<file path="src/rtl/instr_mem_fetch.sv">
// +--------------------------------------------------------------------------+
// | instr_mem_fetch: instruction memory with a registered valid/ready fetch  |
// | port, range/alignment error flags, program-load port and fetch counter.  |
// | Revision: 1.0                                                            |
// +--------------------------------------------------------------------------+
`default_nettype none

module instr_mem_fetch #(
  parameter int              XLEN      = 32,
  parameter int              DEPTH     = 64,
  parameter logic [XLEN-1:0] NOP_INSTR = 32'h00000013
) (
  input  logic            clk,
  input  logic            reset,
  input  logic            req_valid,
  output logic            req_ready,
  input  logic [XLEN-1:0] req_addr,
  input  logic            flush,
  output logic            rsp_valid,
  input  logic            rsp_ready,
  output logic [XLEN-1:0] rsp_instr,
  output logic [XLEN-1:0] rsp_addr,
  output logic [1:0]      rsp_err,
  input  logic            prog_we,
  input  logic [XLEN-1:0] prog_addr,
  input  logic [XLEN-1:0] prog_data,
  output logic [31:0]     fetch_cnt
);

  localparam int              AW      = $clog2(DEPTH);
  localparam logic [XLEN-1:0] DEPTH_X = XLEN'(DEPTH);

  logic [XLEN-1:0] mem_q [DEPTH];

  logic            rsp_valid_q, rsp_valid_d;
  logic [XLEN-1:0] rsp_instr_q, rsp_instr_d;
  logic [XLEN-1:0] rsp_addr_q,  rsp_addr_d;
  logic [1:0]      rsp_err_q,   rsp_err_d;
  logic [31:0]     fetch_cnt_q, fetch_cnt_d;

  logic            w_misaligned;
  logic            w_out_of_range;
  logic            w_accept;
  logic [XLEN-1:0] w_rd_word;
  logic            w_prog_ok;

  assign req_ready = !reset && !flush && (!rsp_valid_q || rsp_ready);

  always_comb begin
    w_misaligned   = (req_addr[1:0] != 2'b00);
    w_out_of_range = ((req_addr >> 2) >= DEPTH_X);
    w_accept       = req_valid && req_ready;
    w_rd_word      = mem_q[req_addr[AW+1:2]];
    w_prog_ok      = prog_we && (prog_addr < DEPTH_X);
  end

  always_comb begin
    rsp_valid_d = rsp_valid_q;
    rsp_instr_d = rsp_instr_q;
    rsp_addr_d  = rsp_addr_q;
    rsp_err_d   = rsp_err_q;
    fetch_cnt_d = fetch_cnt_q;
    if (w_accept) begin
      rsp_valid_d = 1'b1;
      rsp_addr_d  = req_addr;
      rsp_err_d   = {w_out_of_range, w_misaligned};
      rsp_instr_d = (w_misaligned || w_out_of_range) ? NOP_INSTR : w_rd_word;
      fetch_cnt_d = fetch_cnt_q + 32'd1;
    end else if (flush || rsp_ready) begin
      // Data fields are left untouched; only the valid flag drops.
      rsp_valid_d = 1'b0;
    end
  end

  always_ff @(posedge clk) begin
    if (reset) begin
      rsp_valid_q <= 1'b0;
      rsp_instr_q <= '0;
      rsp_addr_q  <= '0;
      rsp_err_q   <= 2'b00;
      fetch_cnt_q <= 32'd0;
    end else begin
      rsp_valid_q <= rsp_valid_d;
      rsp_instr_q <= rsp_instr_d;
      rsp_addr_q  <= rsp_addr_d;
      rsp_err_q   <= rsp_err_d;
      fetch_cnt_q <= fetch_cnt_d;
    end
  end

  // No reset on the array; a same-edge fetch sees the old word (read-before-write).
  always_ff @(posedge clk) begin
    if (!reset && w_prog_ok) begin
      mem_q[prog_addr[AW-1:0]] <= prog_data;
    end
  end

  assign rsp_valid = rsp_valid_q;
  assign rsp_instr = rsp_instr_q;
  assign rsp_addr  = rsp_addr_q;
  assign rsp_err   = rsp_err_q;
  assign fetch_cnt = fetch_cnt_q;

endmodule

`default_nettype wire

</file>
<file path="config.mk">
export PLATFORM = sky130hd
export DESIGN_NAME = instr_mem_fetch
export DESIGN_NICKNAME = d
export VERILOG_FILES = /design/src/rtl/instr_mem_fetch.sv
export SDC_FILE = /design/constraint.sdc
export NUM_CORES = 2
export LEC_CHECK = 0
export CORE_ASPECT_RATIO = 1.25
export CORE_MARGIN = 4
export CORE_UTILIZATION = 65
export DETAILED_ROUTE_END_ITERATION = 7
export PLACE_DENSITY = 0.87
export SKIP_CTS_REPAIR_TIMING = 1
export SLEW_MARGIN = 0
export SYNTH_ARGS = -nofsm -noshare
export SYNTH_HDL_FRONTEND = slang
export SYNTH_SLANG_ARGS = --single-unit
</file>
<file path="constraint.sdc">
create_clock -name clk -period 8.89 [get_ports clk]
set_input_delay 1.3335 -clock clk [delete_from_list [all_inputs] [get_ports clk]]
set_output_delay 1.3335 -clock clk [all_outputs]
set_load 0.02 [all_outputs]
</file>
==> metrics <==
syn nets 4173; RSZ-0062 raised after global routing no; vias 46600; initial antenna violation count 28; cts bufs inserted 183; slew margin rel. -0.941%; GRT Total Usage 37.4%; mapped cell area 82400 um2; Netlist cell types 54; Leak Pwr 29.0 nW; post-route worst setup slack 3.67 ns; vias in the first global route 45200; WL per Instance 40.2 um; setup TNS 0 ns; post-DR vias/cell 7.60; die area 133000 um2; post-synthesis register bit count 2147; R2R setup slack 5.59 ns; clock slew at reported path FFs 0.06 ns; slowest CP cell nor2_4; failing checks DRC, capacitance limit, slew limit; switching part of the total power 21.7%; Clock Latency Late Sink 0.86 ns; worst hold path type reg -> reg; Synth Area in Adders 0.0152%; mux contribution to synthesized area 14.8%; Hold WS 0.454 ns; commonest non-fill, non-tap cell in the layout edfxtp_1; Tot Pwr 20.5 mW; worst-path fanout max 72; Finished Cell Area 92600 um2; Crit. Startpoint reset; # IOs 202; I/O Buffers 201; period utilization 58.7%; drt initial violations 10200; Worst Path Required 9.32 ns; internal cell power 16.1 mW; Post-route DRC 6; commonest cells after routing, fill and taps aside edfxtp_1 (2048), mux4_2 (387), mux2i_1 (270); Cell Rows 145; XOR/XNOR share of the synthesized area 0.0851%; clock buffer depth 3; clk root buf clkbuf_16; post-synthesis simple-gate area fraction 2.81%; main combinational cell family by area after synthesis multiplexers; CTS tree done; final slew viol count 1; reg-to-reg endpoint rsp_instr[1]; status finished with violations; Tightest Pin Transition 1.50 ns; 1st-pass router iterations 8; post-DP HPWL 129 mm; power share of the clock group 40.9%; final setup vio count 0; GP Congestion 0.942; Routed Antenna Nets 0; largest net degree at the start of global routing 146; fin nets 4378; number of synthesized flops with an enable pin 2048; final wirelength 246 mm; Area Overhead vs Synth 12.4%; Synth Instances 4070; asr flop ratio synth 0%; Core Area 125000 um2; Worst setup EP type flop; Reg2Reg Depth 6; Layout Skew 0.0551 ns; Critical R2R Launch rsp_valid; P per Cell Area 222 nW/um2; share of cells above drive strength 1 20.3%; max incr delay on CP 1.24 ns; ys flop type edfxtp_1; initial core utilization 65.7%; final-report hold violation count 0; Combinational Power Share 5.2%; global route overflow 0; Non-Filler Instances 6127; post-synthesis sequential area ratio 77.1%; net switching power 4.45 mW; Finished Core Util 73.8%; fmax 192 MHz; Die Span Y 406 um; Crit Path Class in -> reg; min Tclk post-route 5.22 ns; crit path capture mem_q[44][22]; post-place setup slack 3.15 ns; Placed Cells 5779; Yosys Warn Count 0; Worst Path Arrival 5.64 ns; Syn Area/Cell 20.2 um2; Max rail drop VDD 169 uV; die width 326 um; Flop pwr share 54.0%; H-tree depth 4; max capacitance violation total 1; Compound-Gate Fraction of Synth Area 3.98%; Placement Cell Area 86400 um2; Worst setup SP type input port; global-route wire length before repair 347 mm; CTS sink cnt 2147; CP cell instances buf_2 > buf_4 > nor4_1 > nand4_1 > nor3_1 > nand2_1 > nor2_4
[per-layer routing]
metal / part of all wire (%) / global-route usage (%) / vias to the layer above
met3: 16 / 12.6 / 1087
met2: 46 / 57.4 / 5079
met5: 0.075 / 0.258 / -
met1: 30 / 46.6 / 23100
met4: 8.5 / 23.5 / 16
li1: - / - / 17300
[cells by family after synthesis]
| group | count (synthesis) |
|---|---|
| multiplexers | 724 |
| flip-flops | 2147 |
| AO/OA/AOI/OAI | 463 |
| AND/OR/NAND/NOR | 478 |
| buffers and inverters | 249 |
| XOR/XNOR | 8 |
| adder cells (fa/ha/maj) | 1 |
[cell usage after synthesis, types with 2 or more instances]
master     number  share of area [%]
a2111oi_0       4              0.043
a211oi_1       18               0.16
a21oi_1        84               0.51
a221oi_1       28               0.30
a22o_1         73               0.78
a22oi_1        69               0.63
a311o_1        17               0.21
a311oi_1        3              0.032
a32oi_1        17               0.18
and2_1          9              0.068
and3_1          3              0.023
and4_1          2              0.021
buf_1          37               0.17
buf_2          63               0.38
buf_6           3              0.041
clkbuf_1      135               0.62
dfxtp_1        99                2.4
edfxtp_1     2048                 75
inv_1          10              0.046
mux2_2         67               0.92
mux2i_1       270                3.3
mux4_2        387                 11
nand2_1       134               0.61
nand2b_1        6              0.046
nand3_1        94               0.57
nand3b_1        5              0.046
nand4_1        13              0.099
nor2_1        106               0.48
nor2b_1        23               0.17
nor3_1         32               0.19
nor3b_1         2              0.018
nor4_1         12              0.091
nor4_4          2              0.052
o2111ai_1      11               0.12
o21ai_0        75               0.46
o22ai_1        18               0.14
o31ai_1        40               0.36
or2_2           3              0.023
or3_1           8              0.061
or3b_2          3              0.032
or4_1          18               0.16
xnor2_1         3              0.032
xor2_1          5              0.053
[layout make-up]
cell class | count | area [um2]
Clock inverter | 112 | 1280
Clock buffer | 227 | 4860
Tap cell | 1690 | 2110
Multi-Input combinational cell | 1674 | 18400
Sequential cell | 2147 | 63500
Timing Repair Buffer | 259 | 2400
Antenna cell | 8 | 20.0
Fill cell | 6118 | 32800
Inverter | 10 | 37.5
[critical path, delay by kind of cell]
| kind | cells | cell delay [ns] |
|---|---|---|
| buffers and inverters | 2 | 0.47 |
| AND/OR/NAND/NOR | 5 | 3.77 |
[flip-flops by register name, summed over array words and instances (netlist names)]
name	count
mem_q	2048
rsp_err	2
rsp_instr	32
fetch_cnt	32
rsp_valid	1
rsp_addr	32
[power by group through the flow]
| stage | Combinational [mW] | Sequential [mW] | Clock, mW |
|---|---|---|---|
| 3_5_place_dp | 0.983 | 11.3 | 0 |
| 5_1_grt | 1.07 | 11.1 | 8.80 |
| 3_3_place_gp | 0.953 | 11.3 | 0 |
| 6_report | 1.07 | 11.1 | 8.38 |
| 4_1_cts | 1.02 | 11.1 | 8.32 |
| 2_1_floorplan | 0.479 | 11.3 | 0 |
[worst min path at each step]
| stage | startpoint | end | slack, ns | cells after the start |
|---|---|---|---|---|
| 2_1_floorplan | rsp_instr[11] | rsp_instr[11] | 0.53 | 2 |
| 3_3_place_gp | rsp_addr[1] | rsp_addr[1] | 0.44 | 2 |
| 3_5_place_dp | rsp_addr[12] | rsp_addr[12] | 0.45 | 2 |
| 4_1_cts | rsp_addr[12] | rsp_addr[12] | 0.46 | 2 |
| 5_1_grt | rsp_addr[12] | rsp_addr[12] | 0.47 | 2 |
| 6_report | rsp_addr[7] | rsp_addr[7] | 0.45 | 2 |
Power figures use the tool's default switching activity.
